### src/rtl/data_mem_arbiter_pkg.sv
// Shared types and constants for the data memory arbiter.
package mem_arb_pkg;

  typedef enum logic [1:0] {
    IDLE = 2'd0,
    OWN0 = 2'd1,
    OWN1 = 2'd2
  } arb_state_t;

  typedef logic port_id_t;

  localparam port_id_t PORT_CPU = 1'b0;
  localparam port_id_t PORT_LDR = 1'b1;

  // Ownership state that corresponds to a locking port.
  function automatic arb_state_t ownState(input port_id_t p);
    return (p == PORT_LDR) ? OWN1 : OWN0;
  endfunction

endpackage

### src/rtl/data_mem_arbiter_if.sv
// Requester and memory-side signals of the data memory arbiter.
interface data_mem_arbiter_if #(
  parameter int unsigned AW = 8,
  parameter int unsigned DW = 8
);
  logic [1:0]    req;
  logic [1:0]    we;
  logic [1:0]    lock;
  logic [AW-1:0] addr0;
  logic [AW-1:0] addr1;
  logic [DW-1:0] wdata0;
  logic [DW-1:0] wdata1;
  logic [1:0]    gnt;
  logic [1:0]    rvalid;
  logic [DW-1:0] rdata0;
  logic [DW-1:0] rdata1;
  logic [AW-1:0] DataAddress;
  logic          ReadMem;
  logic          WriteMem;
  logic [DW-1:0] DataIn;
  logic [DW-1:0] DataOut;

  // Requesters plus the memory itself.
  modport master (
    output req, we, lock, addr0, addr1, wdata0, wdata1, DataOut,
    input  gnt, rvalid, rdata0, rdata1, DataAddress, ReadMem, WriteMem, DataIn
  );

  // The arbiter.
  modport slave (
    input  req, we, lock, addr0, addr1, wdata0, wdata1, DataOut,
    output gnt, rvalid, rdata0, rdata1, DataAddress, ReadMem, WriteMem, DataIn
  );
endinterface

### src/rtl/data_mem_arbiter.sv
// Round-robin arbiter with bounded locked bursts sharing one data memory
// between the CPU load/store unit (port 0) and the loader (port 1).
module data_mem_arbiter
  import mem_arb_pkg::*;
#(
  parameter int unsigned AW        = 8,
  parameter int unsigned DW        = 8,
  parameter int unsigned MAX_BURST = 4
) (
  input  logic clk,
  input  logic reset,
  data_mem_arbiter_if.slave bus
);

  localparam int unsigned CW = $clog2(MAX_BURST + 1);
  localparam logic [CW-1:0] BurstMax = CW'(MAX_BURST);

  arb_state_t    state;
  arb_state_t    nextState;
  port_id_t      prio;
  port_id_t      nextPrio;
  logic [CW-1:0] burstCnt;
  logic [CW-1:0] nextBurst;
  logic [1:0]    gntC;
  logic [1:0]    gntOut;
  port_id_t      owner;
  port_id_t      other;
  port_id_t      arbPrio;
  port_id_t      winner;
  logic          doArb;

  // State, priority pointer and burst counter.
  always_ff @(posedge clk) begin
    if (reset) begin
      state    <= IDLE;
      prio     <= PORT_CPU;
      burstCnt <= '0;
    end else begin
      state    <= nextState;
      prio     <= nextPrio;
      burstCnt <= nextBurst;
    end
  end

  // Grant decision and next ownership; a release falls through to normal arbitration.
  always_comb begin
    nextState = state;
    nextPrio  = prio;
    nextBurst = burstCnt;
    gntC      = 2'b00;
    doArb     = 1'b0;
    arbPrio   = prio;
    winner    = PORT_CPU;
    owner     = (state == OWN1) ? PORT_LDR : PORT_CPU;
    other     = ~owner;

    case (state)
      OWN0, OWN1: begin
        if (bus.req[owner] && bus.lock[owner]) begin
          if (!bus.req[other] || (burstCnt < BurstMax)) begin
            gntC[owner] = 1'b1;
            if (burstCnt < BurstMax) begin
              nextBurst = burstCnt + CW'(1);
            end
          end else begin
            // Fairness limit reached with the other port waiting.
            gntC[other] = 1'b1;
            nextPrio    = owner;
            if (bus.lock[other]) begin
              nextState = ownState(other);
              nextBurst = CW'(1);
            end else begin
              nextState = IDLE;
              nextBurst = '0;
            end
          end
        end else begin
          doArb   = 1'b1;
          arbPrio = other;
        end
      end
      default: doArb = 1'b1;
    endcase

    if (doArb) begin
      nextState = IDLE;
      nextBurst = '0;
      nextPrio  = arbPrio;
      if (bus.req != 2'b00) begin
        winner       = (bus.req == 2'b11) ? arbPrio : port_id_t'(bus.req[1]);
        gntC[winner] = 1'b1;
        nextPrio     = ~winner;
        if (bus.lock[winner]) begin
          nextState = ownState(winner);
          nextBurst = CW'(1);
        end
      end
    end
  end

  // Grant and memory controls, all held at zero during reset.
  always_comb begin
    gntOut          = reset ? 2'b00 : gntC;
    bus.gnt         = gntOut;
    bus.DataAddress = {AW{1'b0}};
    bus.DataIn      = {DW{1'b0}};
    bus.ReadMem     = 1'b0;
    bus.WriteMem    = 1'b0;
    if (gntOut[PORT_LDR]) begin
      bus.DataAddress = bus.addr1;
      bus.DataIn      = bus.wdata1;
      bus.ReadMem     = ~bus.we[PORT_LDR];
      bus.WriteMem    = bus.we[PORT_LDR];
    end else if (gntOut[PORT_CPU]) begin
      bus.DataAddress = bus.addr0;
      bus.DataIn      = bus.wdata0;
      bus.ReadMem     = ~bus.we[PORT_CPU];
      bus.WriteMem    = bus.we[PORT_CPU];
    end
  end

  // Capture read data for the granted port and flag it for one cycle.
  always_ff @(posedge clk) begin
    if (reset) begin
      bus.rvalid <= 2'b00;
      bus.rdata0 <= {DW{1'b0}};
      bus.rdata1 <= {DW{1'b0}};
    end else begin
      bus.rvalid <= gntOut & ~bus.we;
      if (gntOut[PORT_CPU] && !bus.we[PORT_CPU]) begin
        bus.rdata0 <= bus.DataOut;
      end
      if (gntOut[PORT_LDR] && !bus.we[PORT_LDR]) begin
        bus.rdata1 <= bus.DataOut;
      end
    end
  end

endmodule

### src/flat_wrapper.sv
// flat-port wrapper written by rule: the top's interface ports become plain ports
module data_mem_arbiter_flat import mem_arb_pkg::*;
#(
  parameter int unsigned AW        = 8,
  parameter int unsigned DW        = 8,
  parameter int unsigned MAX_BURST = 4
)
  (clk, reset, bus_req, bus_we, bus_lock, bus_addr0, bus_addr1, bus_wdata0, bus_wdata1, bus_DataOut, bus_gnt, bus_rvalid, bus_rdata0, bus_rdata1, bus_DataAddress, bus_ReadMem, bus_WriteMem, bus_DataIn);
  data_mem_arbiter_if #(.AW(AW), .DW(DW)) bus_i ();
  input  logic clk;
  input  logic reset;
  input wire logic [$bits(bus_i.req)-1:0] bus_req;
  input wire logic [$bits(bus_i.we)-1:0] bus_we;
  input wire logic [$bits(bus_i.lock)-1:0] bus_lock;
  input wire logic [$bits(bus_i.addr0)-1:0] bus_addr0;
  input wire logic [$bits(bus_i.addr1)-1:0] bus_addr1;
  input wire logic [$bits(bus_i.wdata0)-1:0] bus_wdata0;
  input wire logic [$bits(bus_i.wdata1)-1:0] bus_wdata1;
  input wire logic [$bits(bus_i.DataOut)-1:0] bus_DataOut;
  output wire logic [$bits(bus_i.gnt)-1:0] bus_gnt;
  output wire logic [$bits(bus_i.rvalid)-1:0] bus_rvalid;
  output wire logic [$bits(bus_i.rdata0)-1:0] bus_rdata0;
  output wire logic [$bits(bus_i.rdata1)-1:0] bus_rdata1;
  output wire logic [$bits(bus_i.DataAddress)-1:0] bus_DataAddress;
  output wire logic [$bits(bus_i.ReadMem)-1:0] bus_ReadMem;
  output wire logic [$bits(bus_i.WriteMem)-1:0] bus_WriteMem;
  output wire logic [$bits(bus_i.DataIn)-1:0] bus_DataIn;
  assign bus_i.req = bus_req;
  assign bus_i.we = bus_we;
  assign bus_i.lock = bus_lock;
  assign bus_i.addr0 = bus_addr0;
  assign bus_i.addr1 = bus_addr1;
  assign bus_i.wdata0 = bus_wdata0;
  assign bus_i.wdata1 = bus_wdata1;
  assign bus_i.DataOut = bus_DataOut;
  assign bus_gnt = bus_i.gnt;
  assign bus_rvalid = bus_i.rvalid;
  assign bus_rdata0 = bus_i.rdata0;
  assign bus_rdata1 = bus_i.rdata1;
  assign bus_DataAddress = bus_i.DataAddress;
  assign bus_ReadMem = bus_i.ReadMem;
  assign bus_WriteMem = bus_i.WriteMem;
  assign bus_DataIn = bus_i.DataIn;
  data_mem_arbiter #(.AW(AW), .DW(DW), .MAX_BURST(MAX_BURST)) u_core (.clk(clk), .reset(reset), .bus(bus_i));
endmodule
### config.mk
export PLATFORM = sky130hd
export DESIGN_NAME = data_mem_arbiter_flat
export DESIGN_NICKNAME = d
export VERILOG_FILES = /design/src/rtl/data_mem_arbiter_pkg.sv /design/src/rtl/data_mem_arbiter_if.sv /design/src/rtl/data_mem_arbiter.sv /design/src/flat_wrapper.sv
export SDC_FILE = /design/constraint.sdc
export NUM_CORES = 1
export LEC_CHECK = 0
export BUFFER_PORTS_ARGS = -buffer_cell sky130_fd_sc_hd__buf_2
export CAP_MARGIN = 20
export CORE_AREA = 2 2 65 67
export CTS_BUF_LIST = sky130_fd_sc_hd__clkbuf_8
export DETAILED_ROUTE_END_ITERATION = 8
export DIE_AREA = 0 0 67 69
export MAX_ROUTING_LAYER = met4
export PLACE_DENSITY = 0.72
export SKIP_LAST_GASP = 1
export SYNTH_ARGS = -nofsm -noshare
export SYNTH_HDL_FRONTEND = slang
export SYNTH_SLANG_ARGS = --single-unit
### constraint.sdc
create_clock -name clk -period 9.4 [get_ports clk]
set_clock_uncertainty 0.2 [all_clocks]
set_input_delay 2.82 -clock clk [delete_from_list [all_inputs] [get_ports clk]]
set_output_delay 2.82 -clock clk [all_outputs]
set_load 0.005 [all_outputs]
==> impl_metrics.py, run 1 <==
metrics = {
    "power": {
        "irDropWorstVdd_v": 0.0000810,
        "p_seq_share_pct": 40.0,
        "leakage_nw": 0.917,
        "p_clk_share_pct": 32.9,
        "powerDensity_nw_per_um2": 137,
        "p_comb_share_pct": 27.0,
        "switching_share_pct": 28.1,
        "switchingPower_w": 0.0000778,
        "intPower_w": 0.000199,
    },
    "drt": {
        "drt_iter0_markers": 88,
        "drc": 0,
        "wire_per_inst_um": 14.9,
        "wl_um": 4380,
        "ant_nets": 0,
        "viasPerCell": 5.62,
        "vias": 1658,
        "drt-pass1-iter-count": 4,
    },
    "worst_setup_path": {
        "crit_path_end_kind": "output port",
        "cp_max_fo": 16,
        "cp.arrival_ps": 5260,
        "crit_type": "in -> out",
        "worstPathRequired_ps": 6380,
        "startpoint_type": "primary input",
    },
    "final_layout": {
        "post_route_cells_drive_above_1_share_pct": 43.3,
        "final_cells": 295,
        "nFillCells": 398,
        "layout.nets": 297,
        "area_growth_pct": 31.9,
        "n_antenna_cell": 0,
    },
    "synthesis": {
        "netlist_instances": 171,
        "ys_warn_count": 0,
        "synth_fp_nets": 222,
        "yosys.area.top_type_share_pct": 31.3,
        "async_reset_ff_share_pct": 0,
        "yosysSeqAreaShare_pct": 31.3,
        "ys_ff_latch": 24,
        "syn-mean-instance-area_um2": 8.97,
        "synth-main-ff-cell": "dfxtp_1",
        "netlist_area_um2": 1530,
        "synth_edf_count": 0,
        "synth_cell_types": 38,
        "synth_top_cell_by_area": "dfxtp_1",
        "synth_area_leaders": "dfxtp_1, a32o_1, mux2_2",
    },
    "clock_network": {
        "cts_hold_buf": 0,
        "cts_buffer_depth": 2,
        "cts_buffers": 3,
        "insertion_delay_ps": 270,
        "cts_max_level": 1,
        "cts_tree": "built",
        "root_buffer": "clkbuf_8",
        "clk_pin_slew_ps": 90,
        "cts_sinks": 24,
        "post_cts_buffers": 0,
        "cts_resized": 0,
    },
    "die": {
        "core_region_area_um2": 3910,
        "ios": 86,
        "rows": 23,
        "die_area_um2": 4620,
        "initial_core_util_pct": 39.2,
        "die_width_um": 67,
        "fp.dieH_um": 69,
    },
    "sta": {
        "fin_tns_setup_ps": 0,
        "hold_violations": 0,
        "rsz0062_at_grt": "no",
        "final_max_slew_viol_count": 0,
        "tightest_slew_ps": 974,
        "finalCriticalPeriod_ps": 8280,
        "slew_headroom_pct": 35.0,
        "period_share_pct": 88.1,
        "setup_viol": 0,
        "fmax_mhz": 121,
        "fin_ws_ps": 1120,
    },
    "global_route": {
        "grt_max_degree": 28,
        "globalRouteOverflowTotal": 0,
        "antenna_found_initial": 0,
        "grt_usage_pct": 18.4,
        "grt_pass1_wl_um": 6800,
        "grt_pass1_vias": 1535,
    },
    "placement": {
        "place_congestion": 0.842,
        "hpwlAfterDp_um": 3250,
        "pre_cts_ws_ps": 1210,
        "io_buffers": 85,
        "place_inst": 291,
    },
    "outcome": {
        "status": "completed",
    },
    "flow_run": {
        "cap_violations": 0,
    },
    "min_path": {
        "hold_path.class": "reg -> reg",
    },
}
## power groups by stage
stage / sequential [W] / combinational, W / clock, W
after floorplan: 0.000113 / 0.0000453 / 0
after global placement: 0.000113 / 0.0000736 / 0
after detailed placement: 0.000113 / 0.0000741 / 0
after CTS: 0.000111 / 0.0000745 / 0.0000921
after global routing: 0.000112 / 0.0000816 / 0.0000965
final: 0.000111 / 0.0000749 / 0.0000913
## per-layer routing
metal | global-route usage [%] | part of all wire, %
met1 | 23.2 | 43
met2 | 31.9 | 51
met3 | 2.28 | 5.6
met4 | 2.04 | 0.046
met5 | - | 0
## flip-flops by register name, indices dropped and copies added, names as in the netlist
name,flops
u_core.prio,1
u_core.bus.rdata0,8
u_core.bus.rdata1,8
u_core.burstCnt,3
u_core.bus.rvalid,2
u_core.state,2
## critical path, stage by stage
cell,delay (ps)
buf_2,220
mux2i_1,160
nor3_1,470
a21oi_1,350
nor2_1,830
a32o_1,290
buf_2,120
## through the flow
stage	utilization (%)	power [W]	hold WS (ps)	area, um2
after global placement	49.9	0.000187	266	1950
after detailed placement	49.9	0.000187	263	1950
after CTS	51.7	0.000278	279	2020
final	51.7	0.000277	279	2020
after floorplan	-	0.000159	260	1530
after global routing	51.7	0.000290	305	2020
## layout make-up
cell class | count | area (um2) | area share, %
tap | 50 | 62.6 | 3.09
sequential | 24 | 480 | 23.7
clock inverter | 1 | 30.0 | 1.48
clock buffer | 3 | 41.3 | 2.04
inverter | 8 | 30.0 | 1.48
timing repair buffer | 86 | 433 | 21.4
multi-input combinational | 123 | 946 | 46.8
## cell usage in the layout (no fill, tap or decap), drive strengths merged, types with 4 or more instances in the layout
cell type  instances
a21oi             20
a32o              16
buf               86
dfxtp             24
inv                6
mux2              11
mux2i              5
nand3              4
nand4             10
nor2b              9
nor3               7
o31ai             10
## final timing paths
path	from	slack, ps	cells after the start	to
setup / recovery	bus_req[1]	1120	7	bus_DataIn[6]
hold reg to reg	u_core.bus.rdata1[4]	280	2	u_core.bus.rdata1[4]
setup reg to reg	u_core.state[1]	6590	6	u_core.bus.rdata1[6]
hold / removal	u_core.bus.rdata1[4]	280	2	u_core.bus.rdata1[4]
## Yosys cell counts, drive strengths merged (2+ instances only)
master / instances
a21o: 2
a21oi: 20
a311oi: 2
a32o: 16
buf: 8
clkbuf: 8
clkinv: 2
dfxtp: 24
ha: 3
inv: 6
mux2: 11
mux2i: 5
nand2: 2
nand2b: 3
nand3: 4
nand4: 10
nor2: 3
nor2b: 9
nor3: 7
nor4: 2
o21ai: 3
o31ai: 10
or3: 2
## cells by family after synthesis
family	count (synthesis)	share of synthesized area (%)
flip-flops	24	31.3
multiplexers	16	12.2
buffers and inverters	24	7.01
adder cells (fa/ha/maj)	3	2.45
AO/OA/AOI/OAI	60	29.5
AND/OR/NAND/NOR	44	17.5
No activity file was read; power rests on OpenSTA's default activity.
==> run 2: changes to the inputs <==
--- a/config.mk
+++ b/config.mk
@@ -7,12 +7,15 @@
 export LEC_CHECK = 0
 export BUFFER_PORTS_ARGS = -buffer_cell sky130_fd_sc_hd__buf_2
 export CAP_MARGIN = 20
-export CORE_AREA = 2 2 65 67
+export CELL_PAD_IN_SITES_DETAIL_PLACEMENT = 2
+export CELL_PAD_IN_SITES_GLOBAL_PLACEMENT = 2
+export CORE_AREA = 2 2 79 81
 export CTS_BUF_LIST = sky130_fd_sc_hd__clkbuf_8
 export DETAILED_ROUTE_END_ITERATION = 8
-export DIE_AREA = 0 0 67 69
+export DIE_AREA = 0 0 81 83
+export HOLD_SLACK_MARGIN = 0.06
 export MAX_ROUTING_LAYER = met4
-export PLACE_DENSITY = 0.72
+export PLACE_DENSITY_LB_ADDON = 0.1
 export SKIP_LAST_GASP = 1
 export SYNTH_ARGS = -nofsm -noshare
 export SYNTH_HDL_FRONTEND = slang
==> run 2 against run 1 <==
Against the previous run:
- combinational power up 4.3%
- highest routed layer unchanged
- design area up 1.9%
- wire length up 28%
- worst hold slack better by 3.9 ps
- first-iteration DRC count down 32%
- sequential cell count unchanged
- fmax up 3.4%
- utilization down 16 points
- global-route usage down 1.0 points
- sequential power about the same
- non-clock buffer count up 1
- total power up 1.4%
- largest cell class unchanged
==> impl_metrics.py, run 2 (synthesized netlist as in run 1, its figures left out) <==
metrics = {
    "sta": {
        "rsz0062_at_grt": "no",
        "slew_headroom_pct": 36.5,
        "fin_tns_setup_ps": 0,
        "fmax_mhz": 125,
        "finalCriticalPeriod_ps": 8000,
        "hold_ws_ps": 283,
        "setup_viol": 0,
        "period_share_pct": 85.1,
        "final_max_slew_viol_count": 0,
        "hold_violations": 0,
        "tightest_slew_ps": 952,
    },
    "final_layout": {
        "post_route_cells_drive_above_1_share_pct": 43.5,
        "layout_common_cells": "buf_2, dfxtp_1, a21oi_1",
        "area_growth_pct": 34.4,
        "top_regs": "u_core.bus.rdata0 x8, u_core.bus.rdata1 x8, u_core.burstCnt x3",
        "layout.nets": 298,
        "utilization_pct": 35.5,
        "nFillCells": 687,
        "fin_area_um2": 2060,
        "final_common_cell": "buf_2",
        "n_antenna_cell": 0,
    },
    "clock_network": {
        "insertion_delay_ps": 270,
        "cts_hold_buf": 0,
        "cts_buffer_depth": 2,
        "cts_buffers": 3,
        "post_cts_buffers": 0,
        "cts_tree": "built",
        "clk_pin_slew_ps": 90,
        "cts_max_level": 1,
        "root_buffer": "clkbuf_8",
        "cts_sinks": 24,
        "cts_resized": 0,
    },
    "global_route": {
        "grt_pass1_vias": 1778,
        "globalRouteOverflowTotal": 0,
        "grt_pass1_wl_um": 9080,
        "grt_max_degree": 28,
        "grt_usage_pct": 17.4,
        "antenna_found_initial": 0,
    },
    "worst_setup_path": {
        "cp.arrival_ps": 4980,
        "cp.depth": 8,
        "cp_common_cell": "buf_2",
        "startpoint_type": "primary input",
        "ff2ff_path_depth": 7,
        "crit_path_end_kind": "output port",
        "cp_max_fo": 16,
        "critPathSlowestCell": "a21oi_1",
        "path_cells": "buf_2 -> mux2i_1 -> nor3_1 -> a21oi_1 -> nor2_1 -> buf_4 -> a32o_1 -> buf_2",
        "critical_path.max_stage_delay_ps": 770,
        "crit_type": "in -> out",
        "worstPathRequired_ps": 6380,
        "critPathBufInv": 3,
        "path_delay_family": "compound AO/OA/AOI/OAI gates",
    },
    "outcome": {
        "status": "completed",
    },
    "power": {
        "switchingPower_w": 0.0000809,
        "power.total_w": 0.000281,
        "powerDensity_nw_per_um2": 136,
        "p_comb_share_pct": 27.8,
        "p_clk_share_pct": 32.7,
        "intPower_w": 0.000200,
        "irDropWorstVdd_v": 0.0000813,
        "p_seq_share_pct": 39.6,
        "switching_share_pct": 28.8,
        "leakage_nw": 0.922,
    },
    "drt": {
        "wl_um": 5630,
        "drt_iter0_markers": 60,
        "viasPerCell": 5.18,
        "drc": 0,
        "ant_nets": 0,
        "wire_per_inst_um": 17.5,
        "drt-pass1-iter-count": 4,
        "vias": 1662,
    },
    "placement": {
        "place_congestion": 0.709,
        "hpwlAfterDp_um": 4340,
        "io_buffers": 85,
        "placed_cell_area_um2": 1990,
    },
    "die": {
        "ios": 86,
        "initial_core_util_pct": 26.4,
        "fp.dieH_um": 83,
        "core_region_area_um2": 5820,
        "die_area_um2": 6720,
        "rows": 28,
        "die_width_um": 81,
    },
    "min_path": {
        "hold_path.class": "reg -> reg",
        "min_path_cells": 2,
    },
    "flow_run": {
        "cap_violations": 0,
    },
}
run 2: final timing paths:
| kind | from | to | slack (ps) |
|---|---|---|---|
| hold / removal | u_core.bus.rdata1[5] | u_core.bus.rdata1[5] | 280 |
| setup reg to reg | u_core.state[0] | u_core.bus.rdata1[6] | 6580 |
| hold reg to reg | u_core.bus.rdata1[5] | u_core.bus.rdata1[5] | 280 |
| setup / recovery | bus_lock[1] | bus_DataAddress[5] | 1400 |
run 2: worst min-delay path: stages (launching register included):
cell and delay [ps]:
dfxtp_1 320, o31ai_1 60, a21oi_1 60
run 2: power by group through the flow:
| stage | registers (W) | clock network, W | logic [W] |
|---|---|---|---|
| floorplan | 0.000113 | 0 | 0.0000453 |
| global placement | 0.000114 | 0 | 0.0000781 |
| detailed placement | 0.000114 | 0 | 0.0000789 |
| CTS | 0.000111 | 0.0000962 | 0.0000793 |
| global route | 0.000112 | 0.000100 | 0.0000863 |
| finish | 0.000111 | 0.0000918 | 0.0000781 |
run 2: area by class of cell:
type / count / area (um2) / area share, %
multi-input cells: 123 / 946 / 45.9
flip-flops and latches: 24 / 480 / 23.3
inverters: 8 / 30.0 / 1.46
clock buffers: 3 / 41.3 / 2.00
clock inverters: 1 / 30.0 / 1.46
well taps: 75 / 93.8 / 4.55
repair buffers: 87 / 440 / 21.4
run 2: metrics by stage:
step           cells  setup slack (ps)
6_report         321              1400
5_1_grt          321              1190
2_1_floorplan    171              2020
3_3_place_gp     317              1410
4_1_cts          321              1360
3_5_place_dp     317              1370
run 2: layer usage:
layer | routed length [um] | vias to the layer above | global-route usage (%)
met3 | 169 | 2 | 2.72
met2 | 2990 | 34 | 30.5
li1 | - | 813 | -
met1 | 2460 | 813 | 21.1
met4 | 21 | 0 | 2.47
met5 | 0 | - | -
==> run 3: changes to the inputs <==
--- a/config.mk
+++ b/config.mk
@@ -9,13 +9,14 @@
 export CAP_MARGIN = 20
 export CELL_PAD_IN_SITES_DETAIL_PLACEMENT = 2
 export CELL_PAD_IN_SITES_GLOBAL_PLACEMENT = 2
-export CORE_AREA = 2 2 79 81
+export CORE_AREA = 2 2 82 84
 export CTS_BUF_LIST = sky130_fd_sc_hd__clkbuf_8
 export DETAILED_ROUTE_END_ITERATION = 8
-export DIE_AREA = 0 0 81 83
+export DIE_AREA = 0 0 84 86
 export HOLD_SLACK_MARGIN = 0.06
 export MAX_ROUTING_LAYER = met4
 export PLACE_DENSITY_LB_ADDON = 0.1
+export REMOVE_ABC_BUFFERS = 1
 export SKIP_LAST_GASP = 1
 export SYNTH_ARGS = -nofsm -noshare
 export SYNTH_HDL_FRONTEND = slang
==> constraint.sdc (replaced) <==
create_clock -name clk -period 8.5 [get_ports clk]
set_clock_uncertainty 0.2 [all_clocks]
set_input_delay 2.55 -clock clk [delete_from_list [all_inputs] [get_ports clk]]
set_output_delay 2.55 -clock clk [all_outputs]
set_load 0.005 [all_outputs]
==> run 3 against run 2 <==
Against the previous run:
- global-route usage decreased by 0.86 points
- non-clock buffer count up 2
- largest cell class unchanged
- worst hold slack got worse by 9.9 ps
- final cell count increased by 1.2%
==> impl_metrics.py, run 3 (synthesized netlist as in run 1, its figures left out) <==
metrics = {
    "clock_network": {
        "insertion_delay_ps": 270,
        "post_cts_buffers": 0,
        "cts_sinks": 24,
        "cts_tree": "built",
        "cts_buffers": 3,
        "cts_resized": 0,
        "cts_max_level": 1,
        "cts_buffer_depth": 2,
        "clk_pin_slew_ps": 90,
        "root_buffer": "clkbuf_8",
        "cts_hold_buf": 0,
    },
    "drt": {
        "wl_met1_um": 2660,
        "vias": 1682,
        "viasPerCell": 5.18,
        "drc": 0,
        "drt_iter0_markers": 52,
        "drt-pass1-iter-count": 4,
        "wl_um": 5730,
        "wire_per_inst_um": 17.6,
        "met3_length_um": 227,
        "dr_wl_met2_um": 2790,
        "top_layer": "met4",
        "ant_nets": 0,
    },
    "final_layout": {
        "post_route_cells_drive_above_1_share_pct": 44.0,
        "final_cells": 325,
        "final_common_cell": "buf_2",
        "seq_area_um2": 480,
        "top_regs": "u_core.bus.rdata0 x8, u_core.bus.rdata1 x8, u_core.burstCnt x3",
        "n_antenna_cell": 0,
        "layout_common_cells": "buf_2, dfxtp_1, a21oi_1",
        "multi_input_comb_area_um2": 946,
        "fin_area_um2": 2080,
        "layout.nets": 300,
        "nFillCells": 743,
        "area_growth_pct": 35.6,
    },
    "die": {
        "die_area_um2": 7220,
        "core_region_area_um2": 6280,
        "die_width_um": 84,
        "ios": 86,
        "rows": 29,
        "fp.dieH_um": 86,
        "initial_core_util_pct": 24.4,
    },
    "min_path": {
        "hp-start": "u_core.bus.rdata1[0]",
        "hold_path_end": "u_core.bus.rdata1[0]",
        "min_path_cells": 2,
        "hold_path.class": "reg -> reg",
    },
    "global_route": {
        "grt_max_degree": 28,
        "grt_pass1_wl_um": 9420,
        "grt_usage_pct": 16.5,
        "antenna_found_initial": 0,
        "grt_pass1_vias": 1801,
        "globalRouteOverflowTotal": 0,
    },
    "power": {
        "power.total_w": 0.000313,
        "leakage_nw": 0.932,
        "powerDensity_nw_per_um2": 151,
        "irDropWorstVdd_v": 0.0000616,
    },
    "worst_setup_path": {
        "crit_type": "in -> out",
        "r2r_end": "u_core.bus.rdata0[4]",
        "ff2ff_path_depth": 7,
        "crit_path_end_kind": "output port",
        "regToRegStartpoint": "u_core.state[0]",
        "startpoint_type": "primary input",
        "rrSetupSlack_ps": 5670,
        "cp_max_fo": 16,
        "worstPathRequired_ps": 5750,
        "cp.arrival_ps": 4560,
    },
    "sta": {
        "slew_headroom_pct": 63.0,
        "final_max_slew_viol_count": 0,
        "fmax_mhz": 137,
        "rsz0062_at_grt": "no",
        "fin_ws_ps": 1190,
        "fin_tns_setup_ps": 0,
        "period_share_pct": 85.9,
        "setup_viol": 0,
        "hold_violations": 0,
        "finalCriticalPeriod_ps": 7310,
        "tightest_slew_ps": 552,
    },
    "placement": {
        "io_buffers": 85,
        "hpwlAfterDp_um": 4430,
        "place_congestion": 0.761,
        "place_inst": 321,
        "pre_cts_ws_ps": 1190,
        "placed_cell_area_um2": 2010,
    },
    "outcome": {
        "status": "completed",
    },
    "flow_run": {
        "cap_violations": 0,
    },
}
run 3: layout make-up:
type,count,area share (%)
multi-input cells,123,45.5
flip-flops and latches,24,23.1
repair buffers,89,21.9
well taps,77,4.63
clock buffers,3,1.99
clock inverters,1,1.44
inverters,8,1.44
run 3: where the power goes:
group	internal [W]	switching [W]
registers	0.000119	0.00000342
logic	0.0000401	0.0000476
clock network	0.0000630	0.0000398
run 3: per-stage QoR:
step	util [%]	hold WS, ps
final	33.1	273
after global routing	33.1	306
after CTS	33.1	284
after detailed placement	32.0	269
after global placement	32.0	257
after floorplan	-	250
run 3: how the worst max path moves through the flow:
stage | from | to | depth (start not counted)
6_report | bus_req[1] | bus_DataIn[0] | 7
5_1_grt | bus_req[0] | bus_DataIn[0] | 7
4_1_cts | bus_req[1] | bus_DataIn[0] | 7
3_5_place_dp | bus_req[1] | bus_DataIn[0] | 7
3_3_place_gp | bus_req[1] | bus_DataIn[0] | 7
2_1_floorplan | bus_req[1] | bus_DataAddress[0] | 5
run 3: layer usage:
layer,vias up,track usage (%)
met1,815,21.4
met3,4,1.92
met5,-,-
met2,47,27.6
met4,0,3.96
li1,816,-
run 3: critical path, cell delays in order:
cell and delay (ps):
buf_2 180, o21a_1 210, o32a_1 290, or3_1 490
a21oi_4 490, a32o_1 220, buf_2 120
